$ cat src/rtl/stbus_rx_deser.sv
// ST-bus serial receive deserializer: F0 frame alignment (HUNT/SYNC/LOCKED), byte recovery, selected-channel capture.
// Optional STBUS_RX_ERRCNT_EN adds a saturating err_cnt output cleared by wr with wdata[7]=1.
module stbus_rx_deser (
  input  logic       clk,
  input  logic       reset,
  input  logic       f0,
  input  logic       sti,
  input  logic [7:0] wdata,
  input  logic       wr,
  output logic [7:0] rx_data,
  output logic [4:0] rx_ch,
  output logic       rx_valid,
  output logic [7:0] sel_data,
  output logic       sel_stb,
  output logic       locked,
  output logic       frame_err
`ifdef STBUS_RX_ERRCNT_EN
  ,
  output logic [7:0] err_cnt
`endif
);

  typedef enum logic [1:0] {HUNT, SYNC, LOCKED} state_t;

  state_t     state, state_nxt;
  logic [8:0] cnt, cnt_nxt;
  logic       missed, missed_nxt;
  logic       f0_d, fp;
  logic       err_nxt, miss_evt;
  logic [6:0] sr;
  logic [4:0] sel_ch;
  logic [7:0] byte_val;
  logic       emit, sel_hit;

  always_comb begin
    state_nxt  = state;
    cnt_nxt    = cnt + 9'd1;
    missed_nxt = missed;
    err_nxt    = 1'b0;
    miss_evt   = 1'b0;
    case (state)
      HUNT: begin
        cnt_nxt    = '0;
        missed_nxt = 1'b0;
        if (fp) state_nxt = SYNC;
      end
      SYNC: begin
        if (fp) begin
          missed_nxt = 1'b0;
          if (cnt == 9'd511) state_nxt = LOCKED;
          else               err_nxt   = 1'b1;
        end
      end
      LOCKED: begin
        if (fp) begin
          missed_nxt = 1'b0;
          if (cnt != 9'd511) begin
            state_nxt = SYNC;
            err_nxt   = 1'b1;
          end
        end else if (cnt == 9'd511) begin
          miss_evt = 1'b1;
          if (missed) begin
            state_nxt  = HUNT;
            cnt_nxt    = '0;
            missed_nxt = 1'b0;
          end else begin
            missed_nxt = 1'b1;
          end
        end
      end
      default: state_nxt = HUNT;
    endcase
    // any frame pulse realigns the counter regardless of state
    if (fp) cnt_nxt = '0;
  end

  // validity follows the state being entered, so rx_valid never appears without locked
  assign byte_val = {sr, sti};
  assign emit     = (cnt[3:0] == 4'hF) && (state_nxt == LOCKED);
  assign sel_hit  = (cnt[8:4] == sel_ch);
  assign locked   = (state == LOCKED);

  always_ff @(posedge clk) begin
    if (reset) begin
      state     <= HUNT;
      cnt       <= '0;
      missed    <= 1'b0;
      f0_d      <= 1'b1;
      fp        <= 1'b0;
      sr        <= '0;
      sel_ch    <= '0;
      rx_data   <= '0;
      rx_ch     <= '0;
      rx_valid  <= 1'b0;
      sel_data  <= '0;
      sel_stb   <= 1'b0;
      frame_err <= 1'b0;
    end else begin
      f0_d      <= f0;
      fp        <= f0_d & ~f0;
      state     <= state_nxt;
      cnt       <= cnt_nxt;
      missed    <= missed_nxt;
      frame_err <= err_nxt;
      if (cnt[0]) sr <= byte_val[6:0];
      rx_valid <= emit;
      sel_stb  <= emit && sel_hit;
      if (emit) begin
        rx_data <= byte_val;
        rx_ch   <= cnt[8:4];
        if (sel_hit) sel_data <= byte_val;
      end
      if (wr) sel_ch <= wdata[4:0];
    end
  end

`ifdef STBUS_RX_ERRCNT_EN
  logic unused_wdata;
  assign unused_wdata = ^wdata[6:5];

  always_ff @(posedge clk) begin
    if (reset) begin
      err_cnt <= '0;
    end else if (wr && wdata[7]) begin
      err_cnt <= '0;
    end else if ((err_nxt || miss_evt) && (err_cnt != 8'hFF)) begin
      err_cnt <= err_cnt + 8'd1;
    end
  end
`else
  logic unused_wdata;
  assign unused_wdata = ^wdata[7:5];
`endif

endmodule
$ cat config.mk
export PLATFORM = sky130hd
export DESIGN_NAME = stbus_rx_deser
export DESIGN_NICKNAME = d
export VERILOG_FILES = /design/src/rtl/stbus_rx_deser.sv
export SDC_FILE = /design/constraint.sdc
export NUM_CORES = 1
export LEC_CHECK = 0
export ABC_AREA = 1
export CORE_MARGIN = 2
export CORE_UTILIZATION = 40
export DETAILED_ROUTE_END_ITERATION = 10
export DONT_BUFFER_PORTS = 1
export PLACE_DENSITY = 0.59
export SLEW_MARGIN = 20
export SYNTH_ARGS = -nofsm -noshare
export SYNTH_HDL_FRONTEND = slang
export SYNTH_SLANG_ARGS = --single-unit
$ cat constraint.sdc
create_clock -name clk -period 2.8 [get_ports clk]
set_clock_uncertainty 0.15 [all_clocks]
set_input_delay 0.14 -clock clk [delete_from_list [all_inputs] [get_ports clk]]
set_output_delay 0.14 -clock clk [all_outputs]
set_load 0.005 [all_outputs]
==> results of run 1 <==
==> final timing paths <==
| path | from | end | slack, ns | cells after the start |
|---|---|---|---|---|
| worst min-delay path | reset | sel_data[7] | 0.17 | 4 |
| worst max register to register | cnt[0] | sel_data[7] | 0.34 | 18 |
| worst max-delay path | cnt[0] | sel_data[7] | 0.34 | 18 |
| worst min register to register | f0_d | fp | 0.27 | 2 |
==> Yosys cell counts <==
master / count / area share
or2_2: 2 / 0.0059
ha_1: 7 / 0.041
a211oi_1: 1 / 0.0035
dfxtp_1: 50 / 0.47
nor3_1: 14 / 0.033
nand3_2: 1 / 0.0047
nor3b_2: 1 / 0.0059
nand3_1: 17 / 0.040
xor2_1: 4 / 0.017
clkbuf_1: 3 / 0.0053
buf_2: 3 / 0.0071
nand2_2: 4 / 0.012
clkinv_1: 1 / 0.0018
xnor2_1: 2 / 0.0083
nor2_4: 2 / 0.011
buf_4: 2 / 0.0071
o21ai_0: 19 / 0.045
o21ai_1: 10 / 0.024
nor2_1: 42 / 0.074
a21oi_2: 3 / 0.012
buf_1: 1 / 0.0018
a21oi_1: 10 / 0.024
nand4_1: 5 / 0.015
buf_6: 2 / 0.011
a31oi_1: 1 / 0.0030
o2111ai_1: 1 / 0.0041
inv_2: 2 / 0.0035
nand2_1: 28 / 0.050
inv_1: 23 / 0.041
nor2_8: 1 / 0.0094
nand3_4: 1 / 0.0083
==> flip-flops by register name, summed over array words and instances, names as in the netlist <==
signal and cells:
sr 7, rx_data 8, rx_ch 5, sel_stb 1, state 2, frame_err 1, sel_ch 5, rx_valid 1
missed 1, cnt 9, f0_d 1, fp 1, sel_data 8
==> kinds of logic (layout without fill, tap and decap cells) <==
kind of cell | count (synthesis) | in the layout | share of synthesized area
XOR/XNOR | 6 | 6 | 0.02479
AND/OR/NAND/NOR | 118 | 118 | 0.2686
buffers and inverters | 37 | 63 | 0.07791
adder cells (fa/ha/maj) | 7 | 7 | 0.04132
flip-flops | 50 | 50 | 0.4723
AO/OA/AOI/OAI | 45 | 45 | 0.1151
==> critical path, delay by kind of cell (launching register included) <==
family | cells | cell delay (ns)
AND/OR/NAND/NOR | 13 | 1.14
adder cells (fa/ha/maj) | 2 | 0.41
flip-flops | 1 | 0.34
buffers and inverters | 3 | 0.32
==> per-layer routing <==
metal  vias up  track usage  wire length, um
li1        908            -                -
met5         -            0                0
met2        44       0.2412             1948
met4         0      0.05455               49
met1       771       0.2083             2182
met3         6      0.04706              257
==> final cells by class <==
| class | instances | area, um2 |
|---|---|---|
| inverters | 26 | 97.59 |
| repair buffers | 30 | 270.3 |
| multi-input cells | 176 | 953.4 |
| fillers | 495 | 2590 |
| flip-flops and latches | 50 | 1001 |
| well taps | 70 | 87.58 |
| clock buffers | 5 | 68.82 |
| clock inverters | 2 | 38.79 |
==> per-stage QoR <==
stage	area, um2	util
after floorplan	2120	-
after global placement	2192	0.4292
after detailed placement	2192	0.4292
after CTS	2480	0.4855
after global routing	2517	0.4929
final	2517	0.4929
==> power by group through the flow <==
stage                     clock (mW)  combinational, mW  sequential [mW]
after detailed placement           0             0.0743            0.751
after CTS                      0.507             0.0976            0.734
after floorplan                    0             0.0633            0.748
after global placement             0             0.0741            0.751
after global routing           0.543              0.115            0.736
final                          0.496              0.104            0.734
==> cells in the final DEF (no fill, tap or decap) <==
master | synthesis | final
dfxtp_1 | 50 | 50
nor2_1 | 42 | 42
nand2_1 | 28 | 28
inv_1 | 23 | 23
o21ai_0 | 19 | 19
dlygate4sd3_1 | 0 | 18
nand3_1 | 17 | 17
nor3_1 | 14 | 14
buf_4 | 2 | 12
o21ai_1 | 10 | 10
a21oi_1 | 10 | 10
ha_1 | 7 | 7
nand4_1 | 5 | 5
clkbuf_8 | 0 | 5
nand2_2 | 4 | 4
xor2_1 | 4 | 4
a21oi_2 | 3 | 3
inv_2 | 2 | 2
nor2_4 | 2 | 2
xnor2_1 | 2 | 2
or2_2 | 2 | 2
nand3_2 | 1 | 1
nand3_4 | 1 | 1
nor2_8 | 1 | 1
nor3b_2 | 1 | 1
clkinv_1 | 1 | 1
o2111ai_1 | 1 | 1
a31oi_1 | 1 | 1
a211oi_1 | 1 | 1
clkinv_4 | 0 | 1
bufinv_16 | 0 | 1
==> repair_timing <==
item                                    in CTS  in global routing
buffers inserted                             0                  5
endpoints found under the setup margin       0                 19
hold buffers                                18                  0
hold endpoints to repair                    17                  0
==> results.md, run 1 <==
* Status: finished, final reports clean
* Count of cell types in the netlist at 31
* Die ar. at 0.005897 mm2
* Psw at 0.3020 mW
* Syn nets at 283
* Max-cap check violation count at 0
* Starting density of the core at 0.4150
* 1st-pass router iterations at 4
* Final period util at 0.8772
* Slowest-stage cell, CP: dfxtp_1
* #FFs+latches synth at 50
* Gate power share at 0.078
* Clock Tree Buf Depth at 2
* Total wire length at 4437 um
* # H-tree levels at 2
* Max rail drop VDD at 346.7 uV
* Leak Pwr at 1.079 nW
* Element type at the critical path start: flop
* Via Count at 1729
* Hpwl dp at a little under 3000 um
* Rows at 26
* Final GP Congestion at a little under 0.8
* Vias in the first global route at 1572
* Rel. slew slack at 0.4976
* Final worst slack at about 0.34 ns
* Kind of critical path: reg -> reg
* Power, Total at ~1.3 mW
* Tightest Pin Transition at 0.7528 ns
* Initial antenna violation count at 0
* Clk pwr share at 0.372
* Achievable frequency at 407.1 MHz
* CTS Buf Count at 5
* CP Max Fanout at 9
* First-pass GRT wire length at approximately 7400 um
* Sw Share at 0.2263
* DIE HEIGHT at 76.80 um
* Setup WS pre-CTS at 0.1185 ns
* Pint at 1.032 mW
* Setup TNS Final at 0 ns
* Final Hold Viols at 0
* Io pins at 38
* Unrepaired setup endpoints after global routing: false
* Sequential share of the synthesized area at 0.4723
* Clock root buffer: clkbuf_8
* Avg Cell Area, Syn at 8.059 um2
* Post-layout min period at 2.456 ns
* Largest net degree at the start of global routing at 37
* CTS resizes at 0
* Worst endpoint data arrival time at 2.51 ns
* Yosys warnings at 0
* # setup viols final at 0
* Vias per std cell at 4.816
* Placed Cells at 329
* HP Class: in -> reg
* Post-Syn Area at 0.002120 mm2
* Most frequent CP cell: nand2_1
* Total grt overflow at 0
* Layout cells sized above 1 at 0.1246
* Finished Layout Cells at 359
* Synthesized instance count at around 260
* Fin. max-slew vios at 0
* Critical Path, Cell by Cell: ha_1 -> nand3_1 -> inv_1 -> nand4_1 -> nor2_1 -> ha_1 -> inv_2 -> nand2_1 -> nand2_2 -> nand2_1 -> nand2_1 -> nand2_2 -> nor2_4 -> nor2_8 -> buf_4 -> nand3_1 -> nand2_1 -> nor2_1
* Iteration-0 DRC Markers at roughly 160
* Seq pwr share at 0.550
* ANT nets after route at 0
* Hold WS at 0.1699 ns
* P per Cell Area at 530.1 mW/mm2
* Clk slew on worst S/H paths at 0.09 ns
* CP endpoint kind: flop
* CP required at between 2 and 3 ns
* CORE AREA at just over 0.005 mm2
* Die Span X at 76.80 um
* N_diodes at 0
* Total Routing Usage GR at 0.1566
* CTS tree: yes
* Port Buffers at 0
* Area delta synth->final at 18.77%
* DRC violations left at 0
* Largest stage delay, worst path at 0.34 ns
* Clock sink count at 50
* Nets at around 300
* Worst skew pair latency at 0.30 ns
* Wire per inst at ~12 um
No activity file was read; power rests on OpenSTA's default activity.
==> run 2, diff against run 1 <==
==> constraint.sdc (replaced) <==
create_clock -name clk -period 2.8 [get_ports clk]
set_clock_uncertainty 0.15 [all_clocks]
set_input_delay 0.42 -clock clk [delete_from_list [all_inputs] [get_ports clk]]
set_output_delay 0.42 -clock clk [all_outputs]
set_load 0.005 [all_outputs]
==> results.md, run 2 (same netlist as run 1, synthesis figures left out) <==
* Status: finished, final reports clean
* 1st-pass router iterations at 6
* Tightest Pin Transition at 0.8374 ns
* Area delta synth->final at 11.39%
* Vias per std cell at 4.794
* Hold Startpoint: reset
* CP Max Fanout at 14
* Worst endpoint data arrival time at between 2 and 2.5 ns
* Final period util at 0.8693
* R2R Path End: rx_data[3]
* Critical R2R Launch: cnt[0]
* Final GP Congestion at 0.8178
* Vias in the first global route at 1442
* HP Class: in -> reg
* Io pins at 38
* Worst reg-to-reg setup slack at ~0.37 ns
* Iteration-0 DRC Markers at 130
* CORE AREA at about 0.0051 mm2
* Max rail drop VDD at 246.2 uV
* CTS tree: yes
* CP required at 2.84 ns
* Clock Tree Buf Depth at 2
* ANT nets after route at 0
* CP delay by family, top: simple AND/OR/NAND/NOR gates
* Most common cell after layout, fill and taps aside: dfxtp_1
* P per Cell Area at about 560 mW/mm2
* Die Span X at between 70 and 80 um
* Rows at 26
* Slowest-stage cell, CP: dfxtp_1
* Clock sink count at 50
* Max reg flops at 9
* Largest stage delay, worst path at 0.34 ns
* Die ar. at 0.005897 mm2
* Via Count at 1649
* Area of the multi-input gates at 953.4 um2
* Largest net degree at the start of global routing at 37
* First-pass GRT wire length at 7044 um
* Achievable frequency at 410.9 MHz
* Nets at a little under 300
* Fin. max-slew vios at 0
* Largest registers: cnt: 9 flops, rx_data: 8 flops, sel_data: 8 flops
* CP endpoint kind: flop
* Filler Cell Count at 516
* Final worst slack at 0.3661 ns
* Max-cap check violation count at 0
* Total Routing Usage GR at 0.1491
* Initial antenna violation count at 0
* Worst path bufs/invs at 3
* Total wire length at 4129 um
* Total grt overflow at 0
* Register area at between 0.001 and 0.0015 mm2
* Rel. slew slack at 0.4412
* Setup WS pre-CTS at 0.09681 ns
* # setup viols final at 0
* N_diodes at 0
* CTS Buf Count at 5
* Worst skew pair latency at around 0.30 ns
* Clock root buffer: clkbuf_8
* Worst Hold Endpoint: sel_stb
* Starting density of the core at 0.4150
* Hold path cells at 1
* Hpwl dp at 2890 um
* Port Buffers at 0
* Top reg by flops: cnt
* Critical Path, Cell by Cell: ha_1 -> nand3_1 -> inv_1 -> nand4_1 -> nor2_1 -> ha_1 -> inv_2 -> nand2_1 -> nand3_1 -> nand3_2 -> nand3_4 -> buf_4 -> o21ai_0 -> a21oi_2
* Layout cells sized above 1 at 0.1387
* Setup TNS Final at 0 ns
* Most frequent cells in the layout: 50 x dfxtp_1, 42 x nor2_1, 28 x nand2_1
* Post-layout min period at 2.434 ns
* Element type at the critical path start: flop
* Kind of critical path: reg -> reg
* Wire per inst at roughly 12 um
* Leak Pwr at between 0.9 and 1 nW
* Worst reg2reg path depth at 14
* Clk slew on worst S/H paths at 0.09 ns
* # H-tree levels at 2
* Final Hold Viols at 0
* Unrepaired setup endpoints after global routing: false
* DIE HEIGHT at ~77 um
* DRC violations left at 0
## run 2: metal layers
| metal | global-route usage | vias up | part of all wire |
|---|---|---|---|
| met5 | 0 | - | 0 |
| met4 | 0.04909 | 0 | 0.010 |
| met3 | 0.04941 | 4 | 0.064 |
| met2 | 0.2140 | 39 | 0.41 |
| met1 | 0.2096 | 727 | 0.52 |
| li1 | - | 879 | - |
## run 2: what timing repair did
action | 4_1_cts | 5_1_grt
gates resized for setup | 0 | 0
endpoints found under the setup margin | 0 | 13
hold buffers | 0 | 1
hold endpoints to repair | 0 | 2
buffers inserted | 0 | 6
## run 2: cell type report
type,instances,area share
Clock buffer,5,0.02915
Inverter,26,0.04134
Clock inverter,3,0.01908
Multi-Input combinational cell,176,0.4038
Timing Repair Buffer,14,0.04557
Tap cell,70,0.03710
Sequential cell,50,0.4240
## run 2: how the worst max path moves through the flow
stage,from,depth (start not counted),endpoint
global route,cnt[1],15,rx_ch[0]
floorplan,cnt[0],17,rx_data[3]
detailed placement,cnt[0],17,rx_ch[0]
finish,cnt[0],14,rx_data[3]
global placement,cnt[0],17,rx_ch[0]
CTS,cnt[0],17,rx_ch[0]
## run 2: where the power goes
| group | leakage, nW | internal [mW] | total, mW | switching (mW) |
|---|---|---|---|---|
| sequential | 0.405 | 0.724 | 0.734 | 0.0102 |
| clock | 0.0504 | 0.266 | 0.512 | 0.246 |
| combinational | 0.539 | 0.0289 | 0.0810 | 0.0521 |
| total | 0.995 | 1.02 | 1.33 | 0.308 |
## run 2: metrics by stage
| stage | hold slack, ns | power [mW] | instances | cell area, um2 | util |
|---|---|---|---|---|---|
| 2_1_floorplan | 0.2424 | 0.8108 | 263 | 2120 | - |
| 3_3_place_gp | 0.2515 | 0.8248 | 329 | 2192 | 0.4292 |
| 3_5_place_dp | 0.2496 | 0.8255 | 329 | 2192 | 0.4292 |
| 4_1_cts | 0.008997 | 1.335 | 337 | 2306 | 0.4515 |
| 5_1_grt | 0.01594 | 1.386 | 344 | 2361 | 0.4623 |
| 6_report | 0.02664 | 1.327 | 344 | 2361 | 0.4623 |
